[config.mk]
export PLATFORM = sky130hd
export DESIGN_NAME = i2c_master_ctrl_flat
export DESIGN_NICKNAME = d
export VERILOG_FILES = /design/src/rtl/i2c_master_ctrl_pkg.sv /design/src/rtl/i2c_master_ctrl_if.sv /design/src/rtl/i2c_phase_timer.sv /design/src/rtl/i2c_master_ctrl.sv /design/src/flat_wrapper.sv
export SDC_FILE = /design/constraint.sdc
export NUM_CORES = 1
export LEC_CHECK = 0
export CAP_MARGIN = 10
export CORE_MARGIN = 5
export CORE_UTILIZATION = 57
export DETAILED_ROUTE_END_ITERATION = 10
export PLACE_DENSITY = 0.89
export SYNTH_ARGS = -nofsm -noshare
export SYNTH_HDL_FRONTEND = slang
export SYNTH_SLANG_ARGS = --single-unit
[constraint.sdc]
create_clock -name pclk -period 6.35 [get_ports pclk]
set_input_delay 1.27 -clock pclk [delete_from_list [all_inputs] [get_ports pclk]]
set_output_delay 1.27 -clock pclk [all_outputs]
set_load 0.01 [all_outputs]
[src/rtl/i2c_master_ctrl_pkg.sv]
// rtl/i2c_master_ctrl_pkg.sv - command codes, FSM state encodings and phase helper for the I2C master
package i2c_master_ctrl_pkg;

    // Command codes as presented by the register block
    localparam logic [1:0] I2C_CMD_START = 2'b00;
    localparam logic [1:0] I2C_CMD_WRITE = 2'b01;
    localparam logic [1:0] I2C_CMD_READ  = 2'b10;
    localparam logic [1:0] I2C_CMD_STOP  = 2'b11;

    // Sequencer states; each non-idle state is one SCL phase
    localparam logic [3:0] ST_IDLE   = 4'd0;
    localparam logic [3:0] ST_ST_A   = 4'd1;
    localparam logic [3:0] ST_ST_B   = 4'd2;
    localparam logic [3:0] ST_ST_C   = 4'd3;
    localparam logic [3:0] ST_BIT_LO = 4'd4;
    localparam logic [3:0] ST_BIT_HI = 4'd5;
    localparam logic [3:0] ST_ACK_LO = 4'd6;
    localparam logic [3:0] ST_ACK_HI = 4'd7;
    localparam logic [3:0] ST_SP_A   = 4'd8;
    localparam logic [3:0] ST_SP_B   = 4'd9;
    localparam logic [3:0] ST_SP_C   = 4'd10;

    // Phases with SCL released: timed by clkdivhi and subject to clock stretching
    function automatic logic is_hi_phase(input logic [3:0] s);
        logic r;
        r = 1'b0;
        case (s)
            ST_ST_A, ST_ST_B, ST_BIT_HI, ST_ACK_HI, ST_SP_B, ST_SP_C: r = 1'b1;
            default: r = 1'b0;
        endcase
        return r;
    endfunction

endpackage

[src/rtl/i2c_master_ctrl_if.sv]
// rtl/i2c_master_ctrl_if.sv - command/status and SCL/SDA line bundle of the I2C master sequencer
// master modport: the sequencer side (takes commands, drives line enables, reports status)
// slave modport : the register block / pad side (issues commands, returns pad values)
interface i2c_master_ctrl_if;
    logic       en;
    logic [5:0] clkdivhi;
    logic [5:0] clkdivlo;
    logic       cmd_valid;
    logic [1:0] cmd;
    logic [7:0] tx_data;
    logic       ack_tx;
    logic       cmd_ready;
    logic       busy;
    logic       done;
    logic [7:0] rx_data;
    logic       ack_rx;
    logic       scl_oe;
    logic       sda_oe;
    logic       scl_in;
    logic       sda_in;

    modport master (
        input  en, clkdivhi, clkdivlo, cmd_valid, cmd, tx_data, ack_tx, scl_in, sda_in,
        output cmd_ready, busy, done, rx_data, ack_rx, scl_oe, sda_oe
    );

    modport slave (
        output en, clkdivhi, clkdivlo, cmd_valid, cmd, tx_data, ack_tx, scl_in, sda_in,
        input  cmd_ready, busy, done, rx_data, ack_rx, scl_oe, sda_oe
    );
endinterface

[src/rtl/i2c_phase_timer.sv]
// rtl/i2c_phase_timer.sv - 6-bit SCL phase down-counter with load, stretch hold and expire
// Ports: clk, rst (sync, active-high), load/load_val (start a phase of load_val+1 cycles),
//        hold (freeze count while a slave stretches SCL), expire (last cycle of the phase)
module i2c_phase_timer (
    input  logic       clk,
    input  logic       rst,
    input  logic       load,
    input  logic [5:0] load_val,
    input  logic       hold,
    output logic       expire
);
    logic [5:0] cnt;

    always_ff @(posedge clk) begin
        if (rst) begin
            cnt <= 6'd0;
        end else if (load) begin
            cnt <= load_val;
        end else if (!hold && cnt != 6'd0) begin
            cnt <= cnt - 6'd1;
        end
    end

    // A stretched cycle never counts as the last one, even when the count is already 0
    assign expire = (cnt == 6'd0) && !hold;
endmodule

[src/rtl/i2c_master_ctrl.sv]
// rtl/i2c_master_ctrl.sv - byte-level I2C master sequencer (START/WRITE/READ/STOP)
// Ports: pclk, prst (sync, active-high); bus (master modport): en, clkdivhi/clkdivlo,
//        cmd_valid/cmd/tx_data/ack_tx in, cmd_ready/busy/done/rx_data/ack_rx out,
//        scl_oe/sda_oe open-drain pull-low enables, scl_in/sda_in synchronised pad values
module i2c_master_ctrl (
    input  logic               pclk,
    input  logic               prst,
    i2c_master_ctrl_if.master  bus
);
    import i2c_master_ctrl_pkg::*;

    logic [3:0] state, next_state, start_state, ent_state;
    logic [1:0] cmd_l, ent_cmd;
    logic       ack_tx_l, ent_ack, ent_bit;
    logic [5:0] divhi_l, divlo_l, tmr_val;
    logic [2:0] bitcnt;
    logic [7:0] shreg;
    logic       busy_r, done_r, ack_rx_r, scl_oe_r, sda_oe_r;
    logic [7:0] rx_data_r;
    logic       accept, expire, hold, tmr_load;
    logic       scl_nx, sda_nx;

    assign accept   = bus.cmd_valid && bus.en && !busy_r;
    assign hold     = is_hi_phase(state) && !bus.scl_in;
    assign tmr_load = accept || (busy_r && expire);

    always_comb begin
        start_state = ST_IDLE;
        case (bus.cmd)
            I2C_CMD_START: start_state = ST_ST_A;
            I2C_CMD_WRITE: start_state = ST_BIT_LO;
            I2C_CMD_READ:  start_state = ST_BIT_LO;
            I2C_CMD_STOP:  start_state = ST_SP_A;
            default:       start_state = ST_IDLE;
        endcase
    end

    always_comb begin
        next_state = ST_IDLE;
        case (state)
            ST_ST_A:   next_state = ST_ST_B;
            ST_ST_B:   next_state = ST_ST_C;
            ST_BIT_LO: next_state = ST_BIT_HI;
            ST_BIT_HI: next_state = (bitcnt == 3'd7) ? ST_ACK_LO : ST_BIT_LO;
            ST_ACK_LO: next_state = ST_ACK_HI;
            ST_SP_A:   next_state = ST_SP_B;
            ST_SP_B:   next_state = ST_SP_C;
            default:   next_state = ST_IDLE;
        endcase
    end

    // Values describing the phase being entered at this edge. On accept they come
    // straight from the ports because the latches are written at the same edge.
    // shreg[6] is the next data bit: shreg shifts left as BIT_HI is left.
    always_comb begin
        ent_state = accept ? start_state : next_state;
        ent_cmd   = accept ? bus.cmd : cmd_l;
        ent_ack   = accept ? bus.ack_tx : ack_tx_l;
        ent_bit   = accept ? bus.tx_data[7] : shreg[6];
        if (is_hi_phase(ent_state)) begin
            tmr_val = accept ? bus.clkdivhi : divhi_l;
        end else begin
            tmr_val = accept ? bus.clkdivlo : divlo_l;
        end
    end

    // Line drive is only changed on phase entry; IDLE keeps whatever the last
    // phase left, so SCL stays low between bytes after a START.
    always_comb begin
        scl_nx = scl_oe_r;
        sda_nx = sda_oe_r;
        case (ent_state)
            ST_ST_A:   begin scl_nx = 1'b0; sda_nx = 1'b0; end
            ST_ST_B:   begin scl_nx = 1'b0; sda_nx = 1'b1; end
            ST_ST_C:   begin scl_nx = 1'b1; sda_nx = 1'b1; end
            ST_BIT_LO: begin
                scl_nx = 1'b1;
                sda_nx = (ent_cmd == I2C_CMD_WRITE) ? !ent_bit : 1'b0;
            end
            ST_BIT_HI: scl_nx = 1'b0;
            ST_ACK_LO: begin
                scl_nx = 1'b1;
                sda_nx = (ent_cmd == I2C_CMD_READ) ? !ent_ack : 1'b0;
            end
            ST_ACK_HI: scl_nx = 1'b0;
            ST_SP_A:   begin scl_nx = 1'b1; sda_nx = 1'b1; end
            ST_SP_B:   begin scl_nx = 1'b0; sda_nx = 1'b1; end
            ST_SP_C:   begin scl_nx = 1'b0; sda_nx = 1'b0; end
            default:   ;
        endcase
    end

    i2c_phase_timer u_timer (
        .clk      (pclk),
        .rst      (prst),
        .load     (tmr_load),
        .load_val (tmr_val),
        .hold     (hold),
        .expire   (expire)
    );

    always_ff @(posedge pclk) begin
        if (prst) begin
            state     <= ST_IDLE;
            busy_r    <= 1'b0;
            done_r    <= 1'b0;
            rx_data_r <= 8'h00;
            ack_rx_r  <= 1'b1;
            scl_oe_r  <= 1'b0;
            sda_oe_r  <= 1'b0;
            cmd_l     <= I2C_CMD_START;
            ack_tx_l  <= 1'b1;
            divhi_l   <= 6'd0;
            divlo_l   <= 6'd0;
            bitcnt    <= 3'd0;
            shreg     <= 8'h00;
        end else begin
            done_r <= 1'b0;
            if (busy_r && !bus.en) begin
                state    <= ST_IDLE;
                busy_r   <= 1'b0;
                scl_oe_r <= 1'b0;
                sda_oe_r <= 1'b0;
            end else if (accept) begin
                state    <= ent_state;
                busy_r   <= 1'b1;
                cmd_l    <= bus.cmd;
                ack_tx_l <= bus.ack_tx;
                divhi_l  <= bus.clkdivhi;
                divlo_l  <= bus.clkdivlo;
                bitcnt   <= 3'd0;
                shreg    <= bus.tx_data;
                scl_oe_r <= scl_nx;
                sda_oe_r <= sda_nx;
            end else if (busy_r && expire) begin
                state    <= next_state;
                scl_oe_r <= scl_nx;
                sda_oe_r <= sda_nx;
                if (state == ST_BIT_HI) begin
                    shreg  <= {shreg[6:0], bus.sda_in};
                    bitcnt <= bitcnt + 3'd1;
                end
                if (state == ST_ACK_HI) begin
                    if (cmd_l == I2C_CMD_WRITE) ack_rx_r <= bus.sda_in;
                    if (cmd_l == I2C_CMD_READ)  rx_data_r <= shreg;
                end
                if (next_state == ST_IDLE) begin
                    busy_r <= 1'b0;
                    done_r <= 1'b1;
                end
            end
        end
    end

    assign bus.cmd_ready = bus.en && !busy_r;
    assign bus.busy      = busy_r;
    assign bus.done      = done_r;
    assign bus.rx_data   = rx_data_r;
    assign bus.ack_rx    = ack_rx_r;
    assign bus.scl_oe    = scl_oe_r;
    assign bus.sda_oe    = sda_oe_r;
endmodule

[src/flat_wrapper.sv]
// flat-port wrapper written by rule: the top's interface ports become plain ports
module i2c_master_ctrl_flat import i2c_master_ctrl_pkg::*;
  (pclk, prst, bus_en, bus_clkdivhi, bus_clkdivlo, bus_cmd_valid, bus_cmd, bus_tx_data, bus_ack_tx, bus_scl_in, bus_sda_in, bus_cmd_ready, bus_busy, bus_done, bus_rx_data, bus_ack_rx, bus_scl_oe, bus_sda_oe);
  i2c_master_ctrl_if bus_i ();
  input  logic pclk;
  input  logic prst;
  input wire logic [$bits(bus_i.en)-1:0] bus_en;
  input wire logic [$bits(bus_i.clkdivhi)-1:0] bus_clkdivhi;
  input wire logic [$bits(bus_i.clkdivlo)-1:0] bus_clkdivlo;
  input wire logic [$bits(bus_i.cmd_valid)-1:0] bus_cmd_valid;
  input wire logic [$bits(bus_i.cmd)-1:0] bus_cmd;
  input wire logic [$bits(bus_i.tx_data)-1:0] bus_tx_data;
  input wire logic [$bits(bus_i.ack_tx)-1:0] bus_ack_tx;
  input wire logic [$bits(bus_i.scl_in)-1:0] bus_scl_in;
  input wire logic [$bits(bus_i.sda_in)-1:0] bus_sda_in;
  output wire logic [$bits(bus_i.cmd_ready)-1:0] bus_cmd_ready;
  output wire logic [$bits(bus_i.busy)-1:0] bus_busy;
  output wire logic [$bits(bus_i.done)-1:0] bus_done;
  output wire logic [$bits(bus_i.rx_data)-1:0] bus_rx_data;
  output wire logic [$bits(bus_i.ack_rx)-1:0] bus_ack_rx;
  output wire logic [$bits(bus_i.scl_oe)-1:0] bus_scl_oe;
  output wire logic [$bits(bus_i.sda_oe)-1:0] bus_sda_oe;
  assign bus_i.en = bus_en;
  assign bus_i.clkdivhi = bus_clkdivhi;
  assign bus_i.clkdivlo = bus_clkdivlo;
  assign bus_i.cmd_valid = bus_cmd_valid;
  assign bus_i.cmd = bus_cmd;
  assign bus_i.tx_data = bus_tx_data;
  assign bus_i.ack_tx = bus_ack_tx;
  assign bus_i.scl_in = bus_scl_in;
  assign bus_i.sda_in = bus_sda_in;
  assign bus_cmd_ready = bus_i.cmd_ready;
  assign bus_busy = bus_i.busy;
  assign bus_done = bus_i.done;
  assign bus_rx_data = bus_i.rx_data;
  assign bus_ack_rx = bus_i.ack_rx;
  assign bus_scl_oe = bus_i.scl_oe;
  assign bus_sda_oe = bus_i.sda_oe;
  i2c_master_ctrl u_core (.pclk(pclk), .prst(prst), .bus(bus_i));
endmodule
==> out/metrics.json, run 1 <==
{
  "n_antenna_cell": 0,
  "finish.net_count": 381,
  "grt_use_met3_pct": 5.27,
  "gr-usage-met2_pct": 34.3,
  "cell_type_of_the_slowest_stage_on_the_worst_timing_path": "sky130_fd_sc_hd__clkdlybuf4s50_1",
  "hold_path_end": "u_core.divlo_l[2]$_SDFFE_PP0N_",
  "worstHoldStart": "u_core.divlo_l[2]$_SDFFE_PP0N_",
  "cp-start-kind": "input port",
  "r2r_cells": 7,
  "placementRows": 24,
  "die-area_um2": 5960,
  "syn_to_final_growth_pct": 21.0,
  "grt_first_pass_wirelength_um": 10600,
  "critPathRequiredTime_ns": 5.08,
  "cp_common_cell": "sky130_fd_sc_hd__clkdlybuf4s50_1",
  "number_of_max_slew_violations_in_the_final_report": 0,
  "rsz0062_at_grt": "false",
  "cts_tree": "done",
  "postLayoutCellArea_um2": 3110,
  "maxSlewHeadroom_pct": 37.6,
  "worstPathArrival_ns": 2.59,
  "synth.yosys.warnings": 0,
  "slowest_delay_ns": 0.58,
  "start_util_pct": 59.1,
  "gpl.final_weighted_congestion": 0.866,
  "worst_max_slew_pin_slew_ns": 0.934,
  "numClockSinks": 49,
  "ff2ff_setup_slack_ns": 3.42,
  "power.ir.vdd_worst_mv": 0.147,
  "ctsResizeCount": 0,
  "core_area_um2": 4350,
  "ff_latch_area_um2": 981,
  "period_needed_ns": 3.86,
  "layout-drive-gt1-share_pct": 5.17,
  "netlist_top_cells_area": "sky130_fd_sc_hd__dfxtp_1 38%, sky130_fd_sc_hd__mux2i_1 7.8%, sky130_fd_sc_hd__nand2_1 7.6%, sky130_fd_sc_hd__a21oi_1 6.4%, sky130_fd_sc_hd__nor2_1 4.8%",
  "synthDominantAreaCellType": "sky130_fd_sc_hd__dfxtp_1",
  "r2r_start": "u_core.u_timer.cnt[1]$_SDFFE_PP0P_",
  "asyncSetResetFlopFracSynth_pct": 0,
  "synth-edff-count": 0,
  "die_height_um": 77.2,
  "cts.path.max_buffers": 2,
  "synthesis.area_um2": 2570,
  "max_cap_violations": 0,
  "ys_top_cells_by_count": "52 x sky130_fd_sc_hd__nand2_1, 49 x sky130_fd_sc_hd__dfxtp_1, 33 x sky130_fd_sc_hd__a21oi_1, 33 x sky130_fd_sc_hd__nor2_1, 20 x sky130_fd_sc_hd__mux2i_1",
  "clkTransAtPathRegs_ns": 0.08,
  "routed_wl_um": 6130,
  "netlist-cell-type-count": 49,
  "via_count": 2400,
  "number_of_flip_flops_and_latches_in_the_synthesized_netlist": 49,
  "clock_tree.htree_level_count": 2,
  "outcome": "completed",
  "timing.final.setup_violations": 0,
  "via_count_of_the_first_global_routing_pass": 2336,
  "route.detailed.wl_per_inst_um": 15.3,
  "detail-route-antenna-nets": 0,
  "post-synth-top-area-fraction_pct": 38.1,
  "root_buffer": "sky130_fd_sc_hd__clkbuf_8",
  "global_route_total_usage_across_every_layer_pct": 21.2,
  "die_width_um": 77.2,
  "cts_hold_buffers": 0,
  "post_route_drc_violation_count": 0,
  "global_route.overflow_total": 0,
  "worst_hold_path.num_cells": 2,
  "num-fill-cells": 334,
  "cts_post_setup_buffers_inserted": 0,
  "clk-insertion-delay-late_ns": 0.31,
  "tns_ns": 0,
  "numCtsBuffers": 5,
  "floorplan.io_pins": 43,
  "yosys.cell_count.top_type": "sky130_fd_sc_hd__nand2_1",
  "place.detailed.hpwl_um": 4180,
  "cell_chain_of_the_critical_path": "clkdlybuf4s50_1, nor2b_1, clkdlybuf4s50_1",
  "hold_class": "register to register",
  "multi_input_comb_area_um2": 1490,
  "largest_net_degree_at_the_start_of_global_routing": 44,
  "fin_skew_ns": 0.0125,
  "grt_use_met1_pct": 26.3,
  "leak_nw": 1.18,
  "via_per_inst": 6.00,
  "worst-path-max-fanout": 4,
  "synthesized_net_count": 349,
  "detail_route.first_pass.iterations": 5,
  "detailed_place.area_um2": 3000,
  "ys_seq_area_share_pct": 38.1,
  "syn_area_per_cell_um2": 8.17,
  "antenna_found_initial": 0,
  "worst_r2r_endpoint": "u_core.bitcnt[0]$_SDFFE_PP0P_",
  "dominantRegCellSynth": "sky130_fd_sc_hd__dfxtp_1",
  "final_min_period_over_clock_period_pct": 60.8,
  "endpoint_kind": "output port",
  "final_util_pct": 71.5,
  "cellPowerDensity_nw_per_um2": 261,
  "worst-setup-path-type": "input port to output port",
  "globalRoute.busiestLayer": "met2",
  "fmax_mhz": 259,
  "drtIter0Drc": 174,
  "timing_hold_violations_final": 0,
  "port_buffers": 42,
  "synthesis.instances": 315
}
-- worst max-delay path by stage --
stage | depth (start not counted) | slack, ns | from | to
floorplan | 6 | 3.53 | bus_cmd[0] | u_core.u_timer.cnt[1]$_SDFFE_PP0P_
global placement | 3 | 2.51 | bus_en | bus_cmd_ready
detailed placement | 3 | 2.50 | bus_en | bus_cmd_ready
CTS | 3 | 2.50 | bus_en | bus_cmd_ready
global route | 3 | 2.42 | bus_en | bus_cmd_ready
finish | 3 | 2.49 | bus_en | bus_cmd_ready
-- worst max-delay path: cells and delay by family --
kind,cells,cell delay (ns)
and+or+nand+nor,1,0.24
buffers and inverters,2,1.08
-- flip-flops by register name, indices dropped and copies added, names as in the netlist --
signal and cells:
u_core.bitcnt 3, u_core.cmd_l 2, u_core.state 4, u_core.divlo_l 6
u_core.shreg 8, u_core.ack_tx_l 1, u_core.bus.scl_oe 1, u_core.divhi_l 6
u_core.bus.busy 1, u_core.bus.sda_oe 1, u_core.u_timer.cnt 6, u_core.bus.ack_rx 1
u_core.bus.rx_data 8, u_core.bus.done 1
-- metal layers --
metal	wire length, µm	vias to the layer above
met5	0	-
met4	191	0
met3	367	22
met2	2900	89
met1	2670	1092
li1	-	1197
-- cell type report --
cell class,count,area share (%)
Timing Repair Buffer,46,14.5
Multi-Input combinational cell,240,47.7
Inverter,5,0.603
Clock inverter,2,1.25
Clock buffer,6,2.33
Sequential cell,49,31.5
Tap cell,52,2.09
-- cell usage in the layout, fill, tap and decap left out, types with 2 or more instances in the layout --
master and instances:
sky130_fd_sc_hd__a221oi_1 2, sky130_fd_sc_hd__buf_4 4, sky130_fd_sc_hd__o21ai_1 3, sky130_fd_sc_hd__o221ai_1 2, sky130_fd_sc_hd__nor2b_1 4, sky130_fd_sc_hd__nor2_1 33
sky130_fd_sc_hd__o31a_1 2, sky130_fd_sc_hd__and3_1 2, sky130_fd_sc_hd__a31oi_1 2, sky130_fd_sc_hd__clkdlybuf4s50_1 42, sky130_fd_sc_hd__nand2b_1 4, sky130_fd_sc_hd__o21ai_0 7
sky130_fd_sc_hd__mux2_2 3, sky130_fd_sc_hd__clkbuf_8 5, sky130_fd_sc_hd__a22oi_1 3, sky130_fd_sc_hd__nand3b_1 3, sky130_fd_sc_hd__nor4_1 2, sky130_fd_sc_hd__a22o_1 2
sky130_fd_sc_hd__xnor2_1 2, sky130_fd_sc_hd__a311oi_1 9, sky130_fd_sc_hd__o211ai_1 4, sky130_fd_sc_hd__ha_1 5, sky130_fd_sc_hd__a21oi_1 33, sky130_fd_sc_hd__and2_1 2
sky130_fd_sc_hd__nand3_1 5, sky130_fd_sc_hd__nor3b_1 4, sky130_fd_sc_hd__inv_1 5, sky130_fd_sc_hd__nand2_1 52, sky130_fd_sc_hd__mux2i_1 20, sky130_fd_sc_hd__nor3_1 7
sky130_fd_sc_hd__a211oi_1 6, sky130_fd_sc_hd__dfxtp_1 49
-- power by group --
part           total [mW]  leakage [nW]  internal (mW)  switching (mW)
Combinational       0.228         0.720          0.102           0.126
Sequential          0.359         0.400          0.332          0.0268
Clock               0.224        0.0554          0.118           0.106
Total               0.812          1.18          0.553           0.259
-- cell families after synthesis --
family / count (synthesis) / synth area share (%)
fa+ha+maj: 5 / 2.43
compound gates: 85 / 22.5
flops: 49 / 38.1
simple gates: 122 / 21.3
buf+inv: 26 / 4.09
mux: 25 / 10.5
xor+xnor: 3 / 1.02
-- stage by stage --
stage	hold slack (ns)	power (mW)	setup WS (ns)	std cells
after CTS	0.458	0.814	2.50	400
after global routing	0.479	0.859	2.42	400
after floorplan	0.433	0.527	3.53	315
after detailed placement	0.447	0.588	2.50	392
final	0.455	0.812	2.49	400
after global placement	0.440	0.582	2.51	392
Note: power is estimated with default switching activity, not from simulation.
==> run 2, diff against run 1 <==
--- a/config.mk
+++ b/config.mk
@@ -7,9 +7,9 @@
 export LEC_CHECK = 0
 export CAP_MARGIN = 10
 export CORE_MARGIN = 5
-export CORE_UTILIZATION = 57
+export CORE_UTILIZATION = 53
 export DETAILED_ROUTE_END_ITERATION = 10
-export PLACE_DENSITY = 0.89
+export PLACE_DENSITY = 0.84
 export SYNTH_ARGS = -nofsm -noshare
 export SYNTH_HDL_FRONTEND = slang
 export SYNTH_SLANG_ARGS = --single-unit
==> constraint.sdc (replaced) <==
create_clock -name pclk -period 4 [get_ports pclk]
set_input_delay 0.8 -clock pclk [delete_from_list [all_inputs] [get_ports pclk]]
set_output_delay 0.8 -clock pclk [all_outputs]
set_load 0.01 [all_outputs]
==> run 2 against run 1 <==
Net effect: sequential share of layout area down 0.31 points; count of clock-buffer cells in the layout increased by 1; die area grew 6.6%; cell area up 1.0%; hold slack improved by 0.0023 ns; setup slack got worse by 1.4 ns; clock skew is 0.0059 ns lower; global-route usage down 0.81 points; first-iteration DRC count rose by 26%; clock power increased by 43%; combinational power increased by 60%; critical path type unchanged; highest routed layer unchanged.
==> out/metrics.json, run 2 (synthesized netlist as in run 1, its figures left out) <==
{
  "antenna_found_initial": {"value": 0, "change": "unchanged"},
  "worst_max_slew_pin_slew": {"value": 0.641, "unit": "ns", "change": "-0.293 ns"},
  "routed_wl": {"value": 6380, "unit": "µm", "change": "+4.0%"},
  "global_route_total_usage_across_every_layer": {"value": 20.4, "unit": "%", "change": "-0.81 points"},
  "syn_to_final_growth_pct": 22.2,
  "leak": {"value": 1.19, "unit": "nW", "change": "+1.2%"},
  "tns": {"value": 0, "unit": "ns", "change": "unchanged"},
  "floorplan.io_pins": {"value": 43, "change": "unchanged"},
  "n_antenna_cell": {"value": 0, "change": "unchanged"},
  "detail_route.first_pass.iterations": {"value": 5, "change": "unchanged"},
  "worst_hold_path.num_cells": {"value": 2, "change": "unchanged"},
  "worstPathArrival": {"value": 2.12, "unit": "ns", "change": "-0.47 ns"},
  "die-area": {"value": 6350, "unit": "µm²", "change": "+6.6%"},
  "ctsResizeCount": {"value": 0, "change": "unchanged"},
  "cp-start-kind": "input port",
  "cell_chain_of_the_critical_path": "clkdlybuf4s50_1, nor2b_1, clkdlybuf4s50_1",
  "maxSlewHeadroom": {"value": 56.4, "unit": "%", "change": "+19 points"},
  "largest_net_degree_at_the_start_of_global_routing": {"value": 43, "change": "-2.3%"},
  "final-instance-count-excl-fill": {"value": 418, "change": "+4.5%"},
  "via_count": {"value": 2458, "change": "+2.4%"},
  "worst-path-max-fanout": {"value": 4, "change": "unchanged"},
  "global_route.overflow_total": {"value": 0, "change": "unchanged"},
  "outcome": "completed",
  "timing.final.setup_violations": {"value": 0, "change": "unchanged"},
  "critPathRequiredTime": {"value": 3.20, "unit": "ns", "change": "-1.88 ns"},
  "post_route_drc_violation_count": {"value": 0, "change": "unchanged"},
  "detail-route-antenna-nets": {"value": 0, "change": "unchanged"},
  "max_cap_violations": {"value": 0, "change": "unchanged"},
  "fmax_mhz": 342,
  "numCtsBuffers": {"value": 5, "change": "unchanged"},
  "clkTransAtPathRegs": {"value": 0.08, "unit": "ns", "change": "about the same"},
  "slowest_delay": {"value": 0.59, "unit": "ns", "change": "about the same"},
  "die_width": {"value": 79.7, "unit": "µm", "change": "+3.2%"},
  "hold_class": "register to register",
  "number_of_max_slew_violations_in_the_final_report": {"value": 0, "change": "unchanged"},
  "die_height": {"value": 79.7, "unit": "µm", "change": "+3.2%"},
  "via_per_inst": {"value": 5.88, "change": "-2.0%"},
  "total_instance_count_after_detailed_placement": {"value": 410, "change": "+4.6%"},
  "period_needed_ns": 2.92,
  "worst-setup-path-type": "input port to output port",
  "place.detailed.hpwl": {"value": 4450, "unit": "µm", "change": "+6.5%"},
  "cellPowerDensity": {"value": 399, "unit": "nW/µm²", "change": "+53%"},
  "numClockSinks": {"value": 49, "change": "unchanged"},
  "gpl.final_weighted_congestion": {"value": 0.890, "change": "+2.8%"},
  "endpoint_kind": "output port",
  "cts.path.max_buffers": {"value": 2, "change": "unchanged"},
  "most-common-layout-cells": "52 x sky130_fd_sc_hd__nand2_1, 49 x sky130_fd_sc_hd__dfxtp_1, 42 x sky130_fd_sc_hd__clkdlybuf4s50_1, 33 x sky130_fd_sc_hd__nor2_1, 33 x sky130_fd_sc_hd__a21oi_1",
  "port_buffers": {"value": 42, "change": "unchanged"},
  "timing_hold_violations_final": {"value": 0, "change": "unchanged"},
  "root_buffer": "sky130_fd_sc_hd__clkbuf_8",
  "cts_post_setup_buffers_inserted": {"value": 0, "change": "unchanged"},
  "cts_tree": "done",
  "placementRows": {"value": 25, "change": "+4.2%"},
  "cp_common_cell": "sky130_fd_sc_hd__clkdlybuf4s50_1",
  "final_min_period_over_clock_period_pct": 73.1,
  "r2r_cells": {"value": 7, "change": "unchanged"},
  "drtIter0Drc": {"value": 220, "change": "+26%"},
  "rsz0062_at_grt": "false",
  "clk-insertion-delay-late": {"value": 0.30, "unit": "ns", "change": "about the same"},
  "route.detailed.wl_per_inst": {"value": 15.3, "unit": "µm", "change": "-0.50%"},
  "core_area": {"value": 4720, "unit": "µm²", "change": "+8.5%"},
  "mostFrequentLayoutCell": "sky130_fd_sc_hd__nand2_1",
  "cts_hold_buffers": {"value": 0, "change": "unchanged"},
  "grt_first_pass_wirelength": {"value": 10400, "unit": "µm", "change": "-2.1%"},
  "clock_tree.htree_level_count": {"value": 2, "change": "unchanged"},
  "layout-drive-gt1-share": {"value": 6.27, "unit": "%", "change": "+1.1 points"},
  "fin_skew": {"value": 0.00657, "unit": "ns", "change": "-0.00594 ns"},
  "cell_type_of_the_slowest_stage_on_the_worst_timing_path": "sky130_fd_sc_hd__clkdlybuf4s50_1",
  "via_count_of_the_first_global_routing_pass": {"value": 2227, "change": "-4.7%"},
  "power.ir.vdd_worst": {"value": 0.271, "unit": "mV", "change": "+85%"},
  "finish.net_count": {"value": 384, "change": "+0.79%"},
  "start_util": {"value": 54.5, "unit": "%", "change": "-4.6 points"}
}
==> run 2: cell types whose count changed in the layout (fill, tap and decap cells not counted), sizes merged <==
cell / change
buf: +3
bufinv: -1
clkbuf: +1
==> run 2: critical path: cells and delay by family <==
family	cells	cell delay [ns]
buf+inv	2	1.07
simple gates	1	0.25
==> run 2: final timing paths <==
kind	endpoint	slack (ns)	start
worst min register to register	u_core.divhi_l[2]$_SDFFE_PP0N_	0.46	u_core.divhi_l[2]$_SDFFE_PP0N_
worst max register to register	u_core.bus.rx_data[7]$_SDFFE_PP0P_	1.29	u_core.state[1]$_SDFFE_PP0N_
worst max-delay path	bus_cmd_ready	1.08	bus_en
worst min-delay path	u_core.divhi_l[2]$_SDFFE_PP0N_	0.46	u_core.divhi_l[2]$_SDFFE_PP0N_
==> run 2: area by class of cell <==
class	instances	area, µm²
multi-input cells	240	1490
well taps	67	83.8
clock buffers	7	96.3
fillers	382	1580
flip-flops and latches	49	981
clock inverters	1	5.00
repair buffers	49	473
inverters	5	18.8
==> run 2: per-stage QoR <==
stage | hold WS, ns | instance area, µm² | total power, mW | util, % | worst slack [ns]
6_report | 0.457 | 3140 | 1.26 | 66.6 | 1.08
5_1_grt | 0.486 | 3140 | 1.33 | 66.6 | 1.04
4_1_cts | 0.461 | 3140 | 1.25 | 66.6 | 1.09
3_5_place_dp | 0.448 | 3040 | 0.938 | 64.4 | 1.04
3_3_place_gp | 0.440 | 3040 | 0.928 | 64.4 | 1.07
2_1_floorplan | 0.433 | 2570 | 0.836 | - | 1.65
==> run 2: layer usage <==
metal	GRT usage [%]	share of wire [%]
met1	28.3	44
met2	31.6	48
met3	3.27	6.3
met4	7.90	2.0
met5	0	0
==> run 2: where the power goes <==
group          internal (mW)  leakage [nW]  switching, mW
combinational          0.164         0.735          0.201
clock                  0.157        0.0542          0.164
sequential             0.527         0.400         0.0429
==> run 3, diff against run 2 <==
==> constraint.sdc (replaced) <==
create_clock -name pclk -period 2.9 [get_ports pclk]
set_input_delay 0.58 -clock pclk [delete_from_list [all_inputs] [get_ports pclk]]
set_output_delay 0.58 -clock pclk [all_outputs]
set_load 0.01 [all_outputs]
==> run 3 against run 2 <==
Net effect: sequential cell count did not move; cell count rose by 0.48%; cell area rose by 1.5%; total power rose by 45%; first-iteration DRC count rose by 61%; setup slack got worse by 0.78 ns; non-clock buffer count rose by 2; routed wire length fell by 0.42%.
==> out/metrics.json, run 3 (synthesized netlist as in run 1, its figures left out) <==
{
  "outcome": "completed",
  "clk-insertion-delay-late": {"value": 0.31, "unit": "ns", "change": "about the same"},
  "route.detailed.wl_per_inst": {"value": 15.1, "unit": "µm", "change": "-0.90%"},
  "numCtsBuffers": {"value": 5, "change": "unchanged"},
  "total_instance_count_after_detailed_placement": {"value": 412, "change": "+0.49%"},
  "clkTransAtPathRegs": {"value": 0.09, "unit": "ns", "change": "about the same"},
  "cp-start-kind": "register",
  "cell_type_of_the_slowest_stage_on_the_worst_timing_path": "sky130_fd_sc_hd__or4_1",
  "numClockSinks": {"value": 49, "change": "unchanged"},
  "global_route.overflow_total": {"value": 0, "change": "unchanged"},
  "timing.final.setup_violations": {"value": 0, "change": "unchanged"},
  "worstPathArrival": {"value": 2.78, "unit": "ns", "change": "+0.66 ns"},
  "worst-setup-path-type": "register to register",
  "global_route_total_usage_across_every_layer": {"value": 20.3, "unit": "%", "change": "-0.067 points"},
  "period_needed_ns": 2.60,
  "core_area": {"value": 4720, "unit": "µm²", "change": "unchanged"},
  "r2r_start": "u_core.u_timer.cnt[1]$_SDFFE_PP0P_",
  "antenna_found_initial": {"value": 0, "change": "unchanged"},
  "fmax_mhz": 385,
  "die_width": {"value": 79.7, "unit": "µm", "change": "unchanged"},
  "ff_latch_area": {"value": 981, "unit": "µm²", "change": "unchanged"},
  "endpoint_kind": "register",
  "grt_first_pass_wirelength": {"value": 10400, "unit": "µm", "change": "+0.80%"},
  "routed_wl": {"value": 6350, "unit": "µm", "change": "-0.42%"},
  "n_antenna_cell": {"value": 0, "change": "unchanged"},
  "final_min_period_over_clock_period_pct": 89.6,
  "num-fill-cells": {"value": 388, "change": "+1.6%"},
  "worst_r2r_endpoint": "u_core.bus.rx_data[0]$_SDFFE_PP0P_",
  "multi_input_comb_area": {"value": 1490, "unit": "µm²", "change": "unchanged"},
  "slowest_delay": {"value": 0.82, "unit": "ns", "change": "+0.23 ns"},
  "mostFrequentLayoutCell": "sky130_fd_sc_hd__nand2_1",
  "critPathRequiredTime": {"value": 3.08, "unit": "ns", "change": "-0.12 ns"},
  "hold_class": "register to register",
  "leak": {"value": 1.21, "unit": "nW", "change": "+1.7%"},
  "cellPowerDensity": {"value": 571, "unit": "nW/µm²", "change": "+43%"},
  "syn_to_final_growth_pct": 24.0,
  "power.ir.vdd_worst": {"value": 0.414, "unit": "mV", "change": "+53%"},
  "worst-path-max-fanout": {"value": 8, "change": "+4"},
  "most-common-layout-cells": "52 x sky130_fd_sc_hd__nand2_1, 49 x sky130_fd_sc_hd__dfxtp_1, 42 x sky130_fd_sc_hd__clkdlybuf4s50_1, 33 x sky130_fd_sc_hd__nor2_1, 33 x sky130_fd_sc_hd__a21oi_1",
  "post_route_drc_violation_count": {"value": 0, "change": "unchanged"},
  "clock_tree.htree_level_count": {"value": 2, "change": "unchanged"},
  "drtIter0Drc": {"value": 354, "change": "+61%"},
  "largest_net_degree_at_the_start_of_global_routing": {"value": 43, "change": "unchanged"},
  "worstSetupEndpoint": "u_core.bus.rx_data[0]$_SDFFE_PP0P_",
  "final-instance-count-excl-fill": {"value": 420, "change": "+0.48%"},
  "die-area": {"value": 6350, "unit": "µm²", "change": "unchanged"},
  "final_util": {"value": 67.5, "unit": "%", "change": "+0.98 points"},
  "gpl.final_weighted_congestion": {"value": 0.927, "change": "+4.1%"},
  "max_cap_violations": {"value": 0, "change": "unchanged"},
  "cts.path.max_buffers": {"value": 2, "change": "unchanged"},
  "cell_chain_of_the_critical_path": "inv_1, ha_1, nor3b_1, o2111ai_1, or4_1, mux2i_1, nor2_1",
  "finish.net_count": {"value": 386, "change": "+0.52%"},
  "critical_path.startpoint": "u_core.u_timer.cnt[1]$_SDFFE_PP0P_",
  "maxSlewHeadroom": {"value": 51.7, "unit": "%", "change": "-4.7 points"},
  "ff2ff_setup_slack": {"value": 0.30, "unit": "ns", "change": "-0.99 ns"},
  "cts_hold_buffers": {"value": 0, "change": "unchanged"},
  "layout-drive-gt1-share": {"value": 6.80, "unit": "%", "change": "+0.53 points"},
  "timing_hold_violations_final": {"value": 0, "change": "unchanged"},
  "fin_worst_hold_slack": {"value": 0.456, "unit": "ns", "change": "-0.00141 ns"},
  "floorplan.io_pins": {"value": 43, "change": "unchanged"},
  "detail_route.first_pass.iterations": {"value": 5, "change": "unchanged"},
  "worst_max_slew_pin_slew": {"value": 0.711, "unit": "ns", "change": "+0.0695 ns"},
  "r2r_cells": {"value": 7, "change": "unchanged"},
  "cts_post_setup_buffers_inserted": {"value": 0, "change": "unchanged"},
  "cts_tree": "done",
  "rsz0062_at_grt": "false",
  "start_util": {"value": 54.5, "unit": "%", "change": "unchanged"},
  "via_count_of_the_first_global_routing_pass": {"value": 2163, "change": "-2.9%"},
  "fin_skew": {"value": 0.0101, "unit": "ns", "change": "+0.00354 ns"},
  "die_height": {"value": 79.7, "unit": "µm", "change": "unchanged"},
  "detail-route-antenna-nets": {"value": 0, "change": "unchanged"},
  "placementRows": {"value": 25, "change": "unchanged"},
  "port_buffers": {"value": 42, "change": "unchanged"},
  "via_count": {"value": 2479, "change": "+0.85%"},
  "tns": {"value": 0, "unit": "ns", "change": "unchanged"},
  "place.detailed.hpwl": {"value": 4370, "unit": "µm", "change": "-1.7%"},
  "ctsResizeCount": {"value": 0, "change": "unchanged"},
  "root_buffer": "sky130_fd_sc_hd__clkbuf_8",
  "via_per_inst": {"value": 5.90, "change": "+0.37%"},
  "number_of_max_slew_violations_in_the_final_report": {"value": 0, "change": "unchanged"}
}
run 3: changes by cell type in the layout (fill, tap and decap cells not counted), sizes merged:
cell / before / now
buf: 7 / 9
bufinv: 0 / 1
clkbuf: 7 / 6
clkinv: 1 / 0
clkinvlp: 0 / 1
run 3: worst min path at each step:
stage | from | slack (ns) | endpoint | cells past startpoint
2_1_floorplan | u_core.divlo_l[2]$_SDFFE_PP0N_ | 0.43 | u_core.divlo_l[2]$_SDFFE_PP0N_ | 2
3_3_place_gp | u_core.divlo_l[2]$_SDFFE_PP0N_ | 0.44 | u_core.divlo_l[2]$_SDFFE_PP0N_ | 2
3_5_place_dp | u_core.divlo_l[2]$_SDFFE_PP0N_ | 0.45 | u_core.divlo_l[2]$_SDFFE_PP0N_ | 2
4_1_cts | u_core.divlo_l[2]$_SDFFE_PP0N_ | 0.46 | u_core.divlo_l[2]$_SDFFE_PP0N_ | 2
5_1_grt | u_core.divhi_l[2]$_SDFFE_PP0N_ | 0.48 | u_core.divhi_l[2]$_SDFFE_PP0N_ | 2
6_report | u_core.divlo_l[2]$_SDFFE_PP0N_ | 0.46 | u_core.divlo_l[2]$_SDFFE_PP0N_ | 2
run 3: power by group:
part	leakage [nW]	internal (mW)	switching (mW)
sequential	0.400	0.727	0.0572
clock	0.0574	0.281	0.234
combinational	0.751	0.231	0.291
total	1.21	1.24	0.582
run 3: cell type report:
| cell class | instances | area share (%) |
|---|---|---|
| Multi-Input combinational cell | 240 | 46.6 |
| Sequential cell | 49 | 30.7 |
| Timing Repair Buffer | 51 | 15.7 |
| Tap cell | 67 | 2.63 |
| Clock buffer | 6 | 2.59 |
| Clock inverter | 2 | 1.18 |
| Inverter | 5 | 0.588 |
run 3: per-stage QoR:
step,power [mW],area (µm²),setup slack (ns)
detailed placement,1.30,3070,0.212
floorplan,1.15,2570,0.617
global route,1.92,3190,0.00454
global placement,1.29,3070,0.324
CTS,1.82,3190,0.324
finish,1.82,3190,0.300
run 3: per-layer routing:
layer	up-vias	GRT usage [%]	share of wire [%]
met1	1170	29.3	47
met4	0	6.53	1.5
met2	90	30.7	46
li1	1211	-	-
met3	8	3.27	5.6
met5	-	0	0
run 3: critical path: cells and delay by family, from the launching register on:
| kind | cells | cell delay (ns) |
|---|---|---|
| and+or+nand+nor | 3 | 1.32 |
| DFF | 1 | 0.32 |
| muxes | 1 | 0.27 |
| AOI/OAI and AO/OA | 1 | 0.25 |
| adders and majority gates | 1 | 0.22 |
| buffers and inverters | 1 | 0.10 |
